<file path="src/rtl/imem_loader.sv">
// rtl/imem_loader.sv - byte-stream to 32-bit word instruction memory loader
// Optional checksum check enabled by defining IMEM_LOADER_CKSUM_EN.
module imem_loader #(
    parameter int ADDR_W    = 8,
    parameter int MAX_WORDS = 256
) (
    input  logic              clk,
    input  logic              rst_n,
    input  logic              load_start,
    input  logic [ADDR_W:0]   load_len,
    input  logic              byte_valid,
    input  logic [7:0]        byte_data,
`ifdef IMEM_LOADER_CKSUM_EN
    input  logic [31:0]       cksum_exp,
    output logic              cksum_err,
`endif
    output logic              byte_ready,
    output logic              mem_we,
    output logic [31:0]       mem_waddr,
    output logic [31:0]       mem_wdata,
    output logic              core_stall,
    output logic              busy,
    output logic              done,
    output logic [ADDR_W:0]   word_count
);

    typedef enum logic [1:0] {IDLE, RECV, WRITE, DONE} state_t;

    localparam logic [ADDR_W:0] MAX_LEN = (ADDR_W+1)'(MAX_WORDS);

    state_t              state;
    logic [1:0]          lane;
    logic [23:0]         asm_bytes;
    logic [ADDR_W-1:0]   word_idx;
    logic [ADDR_W:0]     len;
    logic                stall;
    logic [ADDR_W:0]     next_idx;
    logic [ADDR_W:0]     start_len;
`ifdef IMEM_LOADER_CKSUM_EN
    logic [31:0]         sum;
    logic [31:0]         exp_sum;
`endif

    assign next_idx   = (ADDR_W+1)'(word_idx) + (ADDR_W+1)'(1);
    assign start_len  = (load_len > MAX_LEN) ? MAX_LEN : load_len;
    assign busy       = stall;
    assign core_stall = stall;

    always_ff @(posedge clk or negedge rst_n) begin
        if (!rst_n) begin
            state      <= IDLE;
            lane       <= '0;
            asm_bytes  <= '0;
            word_idx   <= '0;
            len        <= '0;
            stall      <= 1'b0;
            byte_ready <= 1'b0;
            mem_we     <= 1'b0;
            mem_waddr  <= '0;
            mem_wdata  <= '0;
            done       <= 1'b0;
            word_count <= '0;
`ifdef IMEM_LOADER_CKSUM_EN
            sum        <= '0;
            exp_sum    <= '0;
            cksum_err  <= 1'b0;
`endif
        end else begin
            case (state)
                IDLE: begin
                    if (load_start) begin
                        len        <= start_len;
                        word_idx   <= '0;
                        lane       <= '0;
                        asm_bytes  <= '0;
                        word_count <= '0;
                        stall      <= 1'b1;
`ifdef IMEM_LOADER_CKSUM_EN
                        sum        <= '0;
                        exp_sum    <= cksum_exp;
                        cksum_err  <= 1'b0;
`endif
                        if (start_len == '0) begin
                            state <= DONE;
                            done  <= 1'b1;
                        end else begin
                            state      <= RECV;
                            byte_ready <= 1'b1;
                        end
                    end
                end
                RECV: begin
                    if (byte_valid) begin
                        lane <= lane + 2'd1;
                        case (lane)
                            2'd0: asm_bytes[7:0]   <= byte_data;
                            2'd1: asm_bytes[15:8]  <= byte_data;
                            2'd2: asm_bytes[23:16] <= byte_data;
                            default: begin
                                // Final lane goes straight to the write port.
                                state      <= WRITE;
                                byte_ready <= 1'b0;
                                mem_we     <= 1'b1;
                                mem_waddr  <= 32'(word_idx) << 2;
                                mem_wdata  <= {byte_data, asm_bytes};
                                word_count <= word_count + (ADDR_W+1)'(1);
`ifdef IMEM_LOADER_CKSUM_EN
                                sum        <= sum + {byte_data, asm_bytes};
`endif
                            end
                        endcase
                    end
                end
                WRITE: begin
                    mem_we <= 1'b0;
                    lane   <= '0;
                    if (next_idx == len) begin
                        state <= DONE;
                        done  <= 1'b1;
                    end else begin
                        word_idx   <= word_idx + ADDR_W'(1);
                        state      <= RECV;
                        byte_ready <= 1'b1;
                    end
                end
                default: begin
                    done  <= 1'b0;
                    stall <= 1'b0;
                    state <= IDLE;
`ifdef IMEM_LOADER_CKSUM_EN
                    cksum_err <= (sum != exp_sum);
`endif
                end
            endcase
        end
    end

endmodule

</file>
<file path="config.mk">
export PLATFORM = sky130hd
export DESIGN_NAME = imem_loader
export DESIGN_NICKNAME = d
export VERILOG_FILES = /design/src/rtl/imem_loader.sv
export SDC_FILE = /design/constraint.sdc
export NUM_CORES = 1
export LEC_CHECK = 0
export ABC_AREA = 1
export CAP_MARGIN = 25
export CORE_MARGIN = 3
export CORE_UTILIZATION = 39
export CTS_BUF_LIST = sky130_fd_sc_hd__clkbuf_16
export DETAILED_ROUTE_END_ITERATION = 6
export GPL_TIMING_DRIVEN = 1
export HOLD_SLACK_MARGIN = 0.08
export PLACE_DENSITY = 0.64
export REMOVE_ABC_BUFFERS = 1
export SYNTH_ARGS = -nofsm -noshare
export SYNTH_HDL_FRONTEND = slang
export SYNTH_SLANG_ARGS = --single-unit
</file>
<file path="constraint.sdc">
create_clock -name clk -period 2.6 [get_ports clk]
set_clock_uncertainty 0.1 [all_clocks]
set_input_delay 0.26 -clock clk [delete_from_list [all_inputs] [get_ports clk]]
set_output_delay 0.26 -clock clk [all_outputs]
set_load 0.005 [all_outputs]
</file>
==> flow_summary.yaml <==
status:
  run_status: "finished clean"
yosys:
  syn_area_sq_um: 4670
  synth_ff_type: "dfrtp_1"
  synth-simple-area-share: 0.270
  synthCells: 565
  synth_area_per_cell_sq_um: 8.26
  synth_compound_area_frac: 0.0793
  synth_seq_area_share: 0.525
  ys_async_sr_fraction: 1.00
  ys_types: 38
  synth.area.mux_share: 0
  synth-edff-count: 0
  synth_fa_ha_area_frac: 0.0268
  synth_top_family_by_area: "simple AND/OR/NAND/NOR gates"
  synth_xor_area_frac: 0.00188
  synth.ff_latch_count: 98
  yosys_warnings: 0
floorplan:
  initial_core_util: 0.404
  rows: 39
  die_w_microns: 115
  core_sq_um: 11600
  dieArea_sq_um: 13300
  die_y_microns: 115
  io_pins: 99
sta:
  slew_viol_final: 0
  relSlewSlack: 0.364
  setup_viol: 0
  post-route-period-util: 0.791
  fmax_ghz: 0.487
  period_minus_slack_ns: 2.06
  hold_viol: 0
  rsz0062_at_grt: "no"
  fin_ws_ns: 0.545
  tightest_slew_ns: 0.950
placement:
  hpwl_microns: 7460
  gp_congestion: 0.803
  placedCellCount: 770
  dp_slack_ns: 0.493
  placedInstanceArea_sq_um: 5470
  numPortBuffers: 74
clock_network:
  htree_num_levels: 3
  cts-root-buf: "clkbuf_16"
  cts.clk_slew.worst_paths_ns: 0.07
  cts_hold_buf: 1
  clockBufferDepth: 2
  cts_resized: 0
  cts_tree: "done"
  cts_buffers: 9
  clock_latency_ns: 0.34
  clock_sinks: 98
  postCtsSetupBuffers: 0
pwr:
  power.density_nw_per_um2: 947
  peakVddDrop_v: 0.000409
  p_leak_nw: 2.82
routing:
  viasPerCell: 4.74
  drt_iter0_drc: 206
  vias: 3727
  drc: 0
  drt_first_pass_iters: 4
  finalWirelength_microns: 10200
  avgRoutedWirePerCell_microns: 13.0
  ant_nets: 0
grt:
  grt_pass1_wl_microns: 17500
  grt_pass1_vias: 3769
  grt_overflow_total: 0
  grt_max_degree: 54
  antenna_found_initial: 0
  grt_usage: 0.164
final_layout:
  most-common-layout-cells: "222 x nand2_1, 98 x dfrtp_1, 73 x clkdlybuf4s50_1"
  multiInputGateArea_sq_um: 1860
  stdcell_count: 786
  fillers: 1095
  seqCellArea_sq_um: 2450
  n_antenna_cell: 0
  final_nets: 670
  synthToLayoutAreaGrowth_pct: 23.7
  finalInstanceArea_sq_um: 5780
  layout-drive-gt1-share: 0.0638
  final_common_cell: "nand2_1"
setup_path:
  critPathLaunchType: "register"
  endpoint: "asm_bytes[12]"
  r2r_setup_slack_ns: 0.54
  worstPathMaxFanout: 16
  r2r-start: "state[0]"
  cp_cell_sequence: "inv_1, ha_1, nand2_1, nand2_1, inv_1, o211ai_1, o21ai_0"
  arrival_ns: 2.13
  cp.required_ns: 2.67
  cp_slowest_cell: "o211ai_1"
  worstSetupPathType: "reg -> reg"
  reg2reg_to: "asm_bytes[12]"
  cp-startpoint: "state[0]"
  ff2ff_path_depth: 7
  slowest_delay_ns: 0.42
  cp-end-kind: "register"
hold_path:
  holdPathStages: 2
  hp-start: "mem_wdata[18]"
  hold_class: "reg -> reg"
flow_run:
  cap_violations: 0
-- metrics by stage --
| step | TNS [ns] | power (W) | util | hold slack [ns] |
|---|---|---|---|---|
| 6_report | 0 | 0.00547 | 0.500 | 0.372 |
| 5_1_grt | 0 | 0.00593 | 0.500 | 0.397 |
| 4_1_cts | 0 | 0.00553 | 0.500 | 0.375 |
| 3_5_place_dp | 0 | 0.00420 | 0.473 | 0.216 |
| 3_3_place_gp | 0 | 0.00411 | 0.473 | 0.203 |
| 2_1_floorplan | -8.18 | 0.00335 | - | -0.136 |
-- synthesized netlist by cell type (2+ instances only) --
cell type | instances | area share
a21oi_1 | 5 | 0.0054
buf_1 | 3 | 0.0024
buf_2 | 6 | 0.0064
buf_4 | 26 | 0.042
clkbuf_1 | 7 | 0.0056
clkinv_1 | 3 | 0.0024
dfrtp_1 | 98 | 0.53
ha_1 | 10 | 0.027
inv_1 | 42 | 0.034
inv_2 | 4 | 0.0032
nand2_1 | 222 | 0.18
nand2_2 | 4 | 0.0054
nand3_1 | 21 | 0.023
nand4_1 | 9 | 0.012
nor2_1 | 21 | 0.017
nor2_2 | 3 | 0.0040
nor2_4 | 2 | 0.0048
nor3_1 | 4 | 0.0043
nor3b_1 | 5 | 0.0080
nor4_1 | 2 | 0.0027
o211ai_1 | 3 | 0.0048
o21ai_0 | 33 | 0.035
o21ai_1 | 12 | 0.013
o21ai_2 | 2 | 0.0038
o22ai_1 | 5 | 0.0067
-- worst min path at each step --
stage                    endpoint  slack (ns)
CTS                  mem_wdata[2]        0.37
global placement    mem_wdata[25]        0.20
detailed placement  mem_wdata[25]        0.22
global route         mem_wdata[1]        0.40
finish              mem_wdata[18]        0.37
floorplan            asm_bytes[0]       -0.14
-- per-layer routing --
layer  GRT usage  share of wire
met4      0.0493          0.012
met5           0              0
met2       0.270           0.47
met1       0.221           0.46
met3      0.0332          0.056
-- sequential cells by signal, indices dropped and copies added (netlist names) --
name        count
asm_bytes      24
busy            1
byte_ready      1
done            1
lane            2
len             9
mem_waddr       8
mem_wdata      32
mem_we          1
state           2
word_count      9
word_idx        8
-- critical path, delay by kind of cell, from the launching register on --
kind / cells / cell delay [ns]
compound gates: 2 / 0.62
fa+ha+maj: 1 / 0.31
buf+inv: 2 / 0.17
flops: 1 / 0.40
simple gates: 2 / 0.29
-- final cells by class --
cell class / instances / share of cell area
Timing Repair Buffer: 82 / 0.141
Tap cell: 143 / 0.0310
Clock buffer: 9 / 0.0390
Sequential cell: 98 / 0.425
Inverter: 49 / 0.0318
Clock inverter: 6 / 0.0117
Multi-Input combinational cell: 399 / 0.321
-- logic make-up after synthesis --
group / Yosys count
AO/OA/AOI/OAI: 66
XOR/XNOR: 1
adder cells (fa/ha/maj): 10
buffers and inverters: 91
flip-flops: 98
other: 1
AND/OR/NAND/NOR: 298
-- power breakdown --
part,switching [W],internal (W)
registers,0.000264,0.00197
clock network,0.000573,0.000747
logic,0.00113,0.000790
total,0.00196,0.00350
(Power assumes the default switching activity.)
